[config.mk]
export PLATFORM = sky130hd
export DESIGN_NAME = cic_upsampler
export DESIGN_NICKNAME = d
export VERILOG_FILES = /design/src/rtl/cic_upsampler.sv
export SDC_FILE = /design/constraint.sdc
export NUM_CORES = 1
export LEC_CHECK = 0
export CORE_MARGIN = 2
export CORE_UTILIZATION = 45
export CTS_CLUSTER_DIAMETER = 40
export CTS_CLUSTER_SIZE = 12
export DETAILED_ROUTE_END_ITERATION = 16
export PLACE_DENSITY = 0.81
export SLEW_MARGIN = 5
export SYNTH_ARGS = -nofsm -noshare
export SYNTH_HDL_FRONTEND = slang
export SYNTH_SLANG_ARGS = --single-unit
[constraint.sdc]
create_clock -name clk -period 2.4 [get_ports clk]
set_input_delay 0.48 -clock clk [delete_from_list [all_inputs] [get_ports clk]]
set_output_delay 0.48 -clock clk [all_outputs]
set_load 0.1 [all_outputs]
[src/rtl/cic_upsampler.sv]
// cic_upsampler: CIC rate expander; each accepted low-rate sample becomes R high-rate samples
//   (zero-stuffed, or repeated when HOLD_MODE=1).
// Latency: 1 clock from input accept to first out_valid; bursts chain back-to-back with no gap.
// Backpressure: out_ready=0 freezes phase, sample and d_out; the next input is taken only on the
//   final-phase transfer, so upstream holds in_valid/d_in until in_ready.
// Ports: clk, rst (sync, active-high) | d_in/in_valid/in_ready (low-rate side) |
//   d_out/out_valid/out_ready (high-rate side) | out_first (phase 0 marker), out_phase (0..R-1).
module cic_upsampler #(
  parameter int R          = 4,
  parameter int DATA_WIDTH = 32,
  parameter int HOLD_MODE  = 0
) (
  input  logic                  clk,
  input  logic                  rst,
  input  logic [DATA_WIDTH-1:0] d_in,
  input  logic                  in_valid,
  output logic                  in_ready,
  output logic [DATA_WIDTH-1:0] d_out,
  output logic                  out_valid,
  input  logic                  out_ready,
  output logic                  out_first,
  output logic [7:0]            out_phase
);

  localparam logic [7:0] LAST_PHASE = 8'(R - 1);

  typedef enum logic {IDLE = 1'b0, EMIT = 1'b1} state_t;

  state_t                  state_q, state_d;
  logic [7:0]              p_q, p_d;
  logic [DATA_WIDTH-1:0]   s_q, s_d;
  logic                    last_phase;

  assign last_phase = (p_q == LAST_PHASE);

  // Combinational ready lets the next sample load on the same edge that
  // retires the final phase, so a continuous stream never drops out_valid.
  assign in_ready = !rst && ((state_q == IDLE) ||
                             (state_q == EMIT && out_ready && last_phase));

  // Outputs are decoded from registers only; rst masks them so a reset
  // cycle never presents a stale sample.
  always_comb begin
    out_valid = 1'b0;
    d_out     = '0;
    out_phase = 8'd0;
    if (!rst && state_q == EMIT) begin
      out_valid = 1'b1;
      out_phase = p_q;
      if (p_q == 8'd0 || HOLD_MODE != 0) begin
        d_out = s_q;
      end
    end
  end

  assign out_first = out_valid && (out_phase == 8'd0);

  always_comb begin
    state_d = state_q;
    p_d     = p_q;
    s_d     = s_q;
    case (state_q)
      IDLE: begin
        if (in_valid && in_ready) begin
          s_d     = d_in;
          p_d     = 8'd0;
          state_d = EMIT;
        end
      end
      EMIT: begin
        if (out_ready) begin
          if (!last_phase) begin
            p_d = p_q + 8'd1;
          end else if (in_valid) begin
            s_d = d_in;
            p_d = 8'd0;
          end else begin
            p_d     = 8'd0;
            state_d = IDLE;
          end
        end
      end
      default: begin
        state_d = IDLE;
        p_d     = 8'd0;
      end
    endcase
  end

  always_ff @(posedge clk) begin
    if (rst) begin
      state_q <= IDLE;
      p_q     <= 8'd0;
      s_q     <= '0;
    end else begin
      state_q <= state_d;
      p_q     <= p_d;
      s_q     <= s_d;
    end
  end

endmodule

# Word level (Yosys, flattened, before mapping)
# Cells that the tools add are included.
# word_totals
ff_bits	41
inputBits	36
output_inout_bits	43
# classes
muxes	18
add_sub_neg	1
bitwise_logic	1
n_eq_ne	5
n_reduce_logical	12
# op_table
cell	count
$mux W32	6
$pmux W32 S2	1
$mux W8	4
$logic_not A8 Y1	2
$pmux W8 S2	1
$add A8 B1 Y8 const B	1
$eq A8 B2 Y1 const B	1
$logic_and A1 B1 Y1	6
$mux W1	5
$ne A2 B1 Y1 const B	2
$ne A2 B2 Y1 const B	2
$reduce_and A4 Y1	1
$pmux W1 S2	1
$reduce_and A2 Y1	1
$logic_not A1 Y1	1
$logic_or A1 B1 Y1	1
$not A1 Y1	1

# Longest topological paths before layout
# Gate-level depths: netlist of the first run.
# depth
word_depth	7
ltp_mapped	7
ltp_nobuf	5

# Worst setup path after synthesis of the first run
# Ideal clock, no wire load.
# synth_timing
path_type	in2out
from	in rst
to	out out_first
n_path_buf	1
path_slack_ns	-1.952
arrival_time_ns	3.872
path_stages	4
cell_sequence	nor2b_1 > clkbuf_1 > nand2_1 > nor3_1
# synth_between
word_cells_on_any_way	6
cone_classes	mux: 2; reduce/logical: 4
# synth_lines
element	line_no	rtl
start: declaration	14	input logic rst,
$logic_not A1 Y1	47	if (!rst && state_q == EMIT) begin
$logic_and A1 B1 Y1	47	
$mux W1	47	
net out_valid	19	output logic out_valid,
$logic_and A1 B1 Y1	56	assign out_first = out_valid && (out_phase == 8'd0);
end: declaration	21	output logic out_first,
# The timed path passes the listed nets, and every way through them passes these cells.

# Final worst setup path of the first run
# layout_timing
from	reg p_q[2]
to	out d_out[7]
# layout_between
elab_chain_cells	3
# layout_rtl
element	line_no	rtl
start: declaration	30	logic [7:0] p_q, p_d;
start signal: assignment	97	p_q <= p_d;
$logic_not A8 Y1	50	if (p_q == 8'd0 || HOLD_MODE != 0) begin
$mux W32	50	
$mux W32	47	
end: declaration	18	output logic [DATA_WIDTH-1:0] d_out,
# No other way between the ends.

==> flow_metrics.env, run 1 <==
export IMPL_final_nets=367
export IMPL_hold_slack_ns=0.566
export IMPL_cts_buffer_depth=2
export IMPL_required_ns=1.92
export IMPL_pwr_share_comb_pct=24.9
export IMPL_cts_root_buf="clkbuf_8"
export IMPL_setup_viol=33
export IMPL_post_dp_cell_area_um2=3560
export IMPL_fill_cells=316
export IMPL_vias=2048
export IMPL_powerDensity_nw_per_um2=424
export IMPL_synth_top_area_share_pct=36.8
export IMPL_dp_hpwl_mm=3.72
export IMPL_maxSlewHeadroom_pct=62.6
export IMPL_power_frac_seq_pct=46.6
export IMPL_cts_sinks=41
export IMPL_vdd_ir_drop_max_mv=0.344
export IMPL_cp_arrival_ns=2.08
export IMPL_ys_flop_type="dfxtp_1"
export IMPL_maxCapViolCount=0
export IMPL_criticalPathCategory="reg -> out"
export IMPL_syn_nets=288
export IMPL_period_share_pct=107
export IMPL_synth_top_area_cell="dfxtp_1"
export IMPL_initial_utilization_pct=46.9
export IMPL_yosysSeqAreaShare_pct=36.8
export IMPL_layout_drive_gt1_share_pct=33.9
export IMPL_io_buffers=78
export IMPL_vias_per_cell=5.16
export IMPL_rsz0062_at_grt="true"
export IMPL_grt_pass1_wl_mm=9.02
export IMPL_violations="negative setup slack"
export IMPL_power_switching_mw=0.481
export IMPL_drv_slew=0
export IMPL_grt_remaining_overflow=0
export IMPL_total_leakage_power_nw=1.54
export IMPL_die_y_um=74.4
export IMPL_rows=25
export IMPL_syn2layout_area_growth_pct=67.6
export IMPL_worst_pin_slew_ns=0.547
export IMPL_die_w_um=74.4
export IMPL_endpoint_kind="primary output"
export IMPL_fmax_mhz=390
export IMPL_yosys_warnings=0
export IMPL_multi_input_area_um2=1370
export IMPL_min_period_ns=2.56
export IMPL_crit_fanout=16
export IMPL_clk_pin_slew_ns=0.08
export IMPL_cts_htree_levels=2
export IMPL_cts_tree="yes"
export IMPL_drc=0
export IMPL_ioPinCount=79
export IMPL_ys_ff_latch=41
export IMPL_ant_nets=0
export IMPL_design_core_area_um2=4750
export IMPL_drt_initial_drc_count=142
export IMPL_die_area_um2=5530
export IMPL_hold_path_class="reg -> reg"
export IMPL_gr_usage_all_layers_pct=21.0
export IMPL_tns_ns=-4.78
export IMPL_final_hold_violation_count=0
export IMPL_cts_buffers=5
export IMPL_post_route_util_pct=78.6
export IMPL_syn_area_um2=2230
export IMPL_wl_per_cell_um=14.3
export IMPL_grt_pass1_vias=2052
export IMPL_async_reset_ff_share_pct=0
export IMPL_sw_frac_of_total_pct=30.3
export IMPL_routed_wl_mm=5.67
export IMPL_synth_common_cells="41 x and2_1, 41 x dfxtp_1, 33 x and3_1"
export IMPL_grt_start_max_net_pins=67
export IMPL_avgSynthCellArea_um2=8.92
export IMPL_synthCells=250
export IMPL_status="complete, but fails checks"
export IMPL_fin_area_um2=3740
export IMPL_cts_hold_buf=0
export IMPL_synth_cell_types=27
export IMPL_gp_congestion=0.813
export IMPL_intPower_mw=1.10
export IMPL_synth_area_leaders="dfxtp_1 37%, and2_1 12%, o21a_1 11%"
export IMPL_synth_edf_count=0
export IMPL_p_clk_share_pct=28.5
export IMPL_firstDrtPassIters=4
export IMPL_start_kind="register"
export IMPL_seq_area_um2=823
export IMPL_worst_slack_ns=-0.164
export IMPL_antenna_found_initial=0
export IMPL_fin_skew_ns=0.00678
export IMPL_clock_latency_ns=0.30
export IMPL_diodes=0
-- timing repair --
action                                  in CTS  in global routing
buffers inserted                             0                  3
endpoints found under the setup margin      34                 34
hold endpoints to repair                     0                  0
cloned                                       0                  2
gates resized for setup                      3                  6
pin swaps                                    0                  9
-- metrics by stage --
stage / worst slack, ns / total power [mW] / cells
floorplan: -0.129 / 0.992 / 250
global placement: 0.0835 / 1.12 / 384
detailed placement: 0.0294 / 1.13 / 384
CTS: -0.206 / 1.58 / 392
global route: -0.222 / 1.65 / 397
finish: -0.164 / 1.59 / 397
-- cell families after synthesis --
kind of cell	after synthesis	share of synthesized area (%)
adder cells (fa/ha/maj)	2	1.12
AO/OA/AOI/OAI	73	25.8
buffers and inverters	26	6.17
flip-flops	41	36.8
AND/OR/NAND/NOR	101	27.3
XOR/XNOR	7	2.75
-- metal layers --
metal	up-vias	track usage (%)	routed length (um)
li1	1020	-	-
met1	935	25.5	2460
met2	83	35.6	2800
met3	10	4.74	329
met4	0	8.93	77
met5	-	0	0
-- placed cells by master, fill, tap and decap left out, drive strengths merged --
cell	n
buf	59
dfxtp	41
and2	41
clkdlybuf4s50	34
and3	33
o21a	32
a21boi	32
xnor2	7
nor2	7
nand2	7
clkbuf	6
a21oi	5
inv	4
nand3	4
nor3	2
nand4	2
ha	2
clkinv	2
nor2b	1
or4	1
o41ai	1
or3b	1
or4b	1
a2bb2oi	1
nand4bb	1
a2111oi	1
a211oi	1
clkinvlp	1
-- critical path, cell delays in order, from the launching register on --
cell and delay, ns:
dfxtp_2 0.33, or4_4 0.55, nor3_4 0.15, and3_4 0.26, buf_12 0.15, and2_2 0.17
buf_12 0.17
-- sequential cells by signal, summed over array words and instances (netlist names) --
name / count
s_q: 32
state_q: 1
p_q: 8
-- final cells by class --
class | instances | area share (%)
clock inverters | 3 | 0.469
inverters | 4 | 0.402
well taps | 67 | 2.24
flip-flops and latches | 41 | 22.0
repair buffers | 94 | 36.5
clock buffers | 5 | 1.84
multi-input cells | 183 | 36.5
-- power by group through the flow --
stage | logic (mW) | registers [mW] | clock network, mW
after floorplan | 0.249 | 0.742 | 0
after global placement | 0.373 | 0.751 | 0
after detailed placement | 0.380 | 0.754 | 0
after CTS | 0.383 | 0.738 | 0.463
after global routing | 0.421 | 0.743 | 0.488
final | 0.394 | 0.739 | 0.453
-- final timing paths --
path          start       end  slack (ns)  cells after the start
min          p_q[7]    p_q[7]        0.57                      2
min reg2reg  p_q[7]    p_q[7]        0.57                      2
max          p_q[2]  d_out[7]       -0.16                      6
max reg2reg  p_q[2]   s_q[12]        0.19                      7
Power figures use the tool's default switching activity.
==> run 2, diff against run 1 <==
--- a/config.mk
+++ b/config.mk
@@ -5,6 +5,8 @@
 export SDC_FILE = /design/constraint.sdc
 export NUM_CORES = 1
 export LEC_CHECK = 0
+export ABC_CLOCK_PERIOD_IN_PS = 2400
+export CORE_ASPECT_RATIO = 0.8
 export CORE_MARGIN = 2
 export CORE_UTILIZATION = 45
 export CTS_CLUSTER_DIAMETER = 40
==> run 2 against run 1 <==
- the flow still finishes with violations (negative setup slack)
- critical endpoint is now d_out[9]
- final cell count is 0.76% lower
- via count about the same
- clock power grew 2%
- first-iteration DRC count fell by 29%
==> flow_metrics.env, run 2 (same netlist as run 1, synthesis figures left out) <==
export IMPL_status="complete, but fails checks"
export IMPL_violations="negative setup slack"
export IMPL_reg2reg_depth=8
export IMPL_final_cell_mix="44 x buf_12, 40 x dfxtp_1, 34 x clkdlybuf4s50_1"
export IMPL_die_w_um=82.7
export IMPL_fin_area_um2=3770
export IMPL_clock_latency_ns=0.30
export IMPL_drv_slew=0
export IMPL_dp_hpwl_mm=3.88
export IMPL_powerDensity_nw_per_um2=424
export IMPL_initial_utilization_pct=47.6
export IMPL_min_period_ns=2.58
export IMPL_cts_buffers=5
export IMPL_post_dp_cell_area_um2=3580
export IMPL_ioPinCount=79
export IMPL_grt_start_max_net_pins=67
export IMPL_cts_sinks=41
export IMPL_critPathSlowestCell="or4_4"
export IMPL_worst_slack_ns=-0.176
export IMPL_post_route_util_pct=80.5
export IMPL_die_y_um=67.0
export IMPL_cts_htree_levels=2
export IMPL_clk_pin_slew_ns=0.07
export IMPL_cts_tree="yes"
export IMPL_hold_slack_ns=0.561
export IMPL_cp_arrival_ns=2.10
export IMPL_grt_pass1_vias=1997
export IMPL_maxSlewHeadroom_pct=61.2
export IMPL_period_share_pct=107
export IMPL_antenna_found_initial=0
export IMPL_ant_nets=0
export IMPL_min_from="p_q[7]"
export IMPL_final_common_cell="buf_12"
export IMPL_finalNonFillerCells=394
export IMPL_grt_pass1_wl_mm=9.63
export IMPL_firstDrtPassIters=4
export IMPL_dp_cells=382
export IMPL_crit_end="d_out[9]"
export IMPL_vias_per_cell=5.19
export IMPL_worst_pin_slew_ns=0.567
export IMPL_maxCapViolCount=0
export IMPL_criticalPathCategory="reg -> out"
export IMPL_startpoint="p_q[2]"
export IMPL_diodes=0
export IMPL_cp_depth=6
export IMPL_r2r_start="p_q[2]"
export IMPL_fmax_mhz=388
export IMPL_cpLargestDelayFamily="simple AND/OR/NAND/NOR gates"
export IMPL_rsz0062_at_grt="true"
export IMPL_syn2layout_area_growth_pct=69.0
export IMPL_gp_congestion=0.857
export IMPL_required_ns=1.92
export IMPL_timing_rr_end="s_q[11]"
export IMPL_drt_initial_drc_count=101
export IMPL_vias=2046
export IMPL_grt_remaining_overflow=0
export IMPL_total_leakage_power_nw=1.57
export IMPL_cts_root_buf="clkbuf_8"
export IMPL_wl_per_cell_um=14.5
export IMPL_vdd_ir_drop_max_mv=0.353
export IMPL_io_buffers=78
export IMPL_regMostFlops="s_q"
export IMPL_setup_viol=34
export IMPL_cts_hold_buf=0
export IMPL_fin_skew_ns=0.00489
export IMPL_cts_buffer_depth=2
export IMPL_crit_chain="or4_4 -> nor3_4 -> and3_4 -> buf_6 -> and2_4 -> buf_12"
export IMPL_start_kind="register"
export IMPL_crit_fanout=8
export IMPL_design_core_area_um2=4680
export IMPL_routed_wl_mm=5.71
export IMPL_reg_largest_list="s_q x32, p_q x8, state_q x1"
export IMPL_final_hold_violation_count=0
export IMPL_largest_reg_flops=32
export IMPL_endpoint_kind="primary output"
export IMPL_die_area_um2=5540
export IMPL_hold_path_class="reg -> reg"
export IMPL_r2r_setup_slack_ns=0.14
export IMPL_drc=0
export IMPL_power_mw=1.60
export IMPL_rows=22
export IMPL_crit_buf_inv=2
export IMPL_max_stage_delay_ns=0.57
export IMPL_gr_usage_all_layers_pct=23.0
export IMPL_final_nets=372
export IMPL_layout_drive_gt1_share_pct=34.1
run 2: final cells by class:
type                       count  area, um^2
multi-input combinational    183        1380
timing repair buffer          99        1390
clock buffer                   7        86.3
inverter                       4        15.0
fill                         323         912
tap                           60        75.1
sequential                    41         822
run 2: what timing repair did:
| item | 4_1_cts | 5_1_grt |
|---|---|---|
| pin swaps | 4 | 11 |
| gates resized for setup | 16 | 7 |
| setup buffers | 3 | 1 |
| setup endpoints to repair | 34 | 50 |
| cloned | 1 | 0 |
run 2: worst reg2reg max path, stage by stage, from the launching register on:
cell and delay (ns):
dfxtp_2 0.32, or4_4 0.57, buf_4 0.16, buf_6 0.11, o41ai_4 0.21, buf_4 0.17, buf_6 0.23, a21boi_0 0.16
o21a_1 0.21
run 2: stage by stage:
step | setup WS [ns] | setup TNS [ns]
floorplan | -0.129 | -1.99
detailed placement | -0.0129 | -0.0129
global placement | -0.0108 | -0.0471
finish | -0.176 | -5.12
CTS | -0.165 | -4.83
global route | -0.262 | -7.93
run 2: how the worst min path moves through the flow:
stage / endpoint / slack [ns] / cells after the start
after detailed placement: p_q[7] / 0.54 / 2
after CTS: p_q[7] / 0.57 / 2
final: p_q[7] / 0.56 / 2
after global routing: p_q[7] / 0.61 / 2
after floorplan: p_q[7] / 0.50 / 2
after global placement: p_q[7] / 0.54 / 2
run 2: power by group:
group | internal (mW) | leakage, nW | switching, mW
combinational | 0.191 | 1.19 | 0.212
clock | 0.228 | 0.0443 | 0.232
sequential | 0.714 | 0.336 | 0.0195
total | 1.13 | 1.57 | 0.464
run 2: routing by layer:
| layer | share of wire (%) | GRT usage, % | up-vias |
|---|---|---|---|
| met5 | 0 | 0 | - |
| met4 | 1.9 | 6.76 | 0 |
| met3 | 9.5 | 9.49 | 10 |
| met2 | 44 | 35.5 | 72 |
| met1 | 45 | 29.4 | 930 |
| li1 | - | - | 1034 |
==> run 3, diff against run 2 <==
--- a/config.mk
+++ b/config.mk
@@ -10,7 +10,6 @@
 export CORE_MARGIN = 2
 export CORE_UTILIZATION = 45
 export CTS_CLUSTER_DIAMETER = 40
-export CTS_CLUSTER_SIZE = 12
 export DETAILED_ROUTE_END_ITERATION = 16
 export PLACE_DENSITY = 0.81
 export SLEW_MARGIN = 5
==> results of run 3 <==
No change in the layout: final DEF, timing and power equal those of run 2.
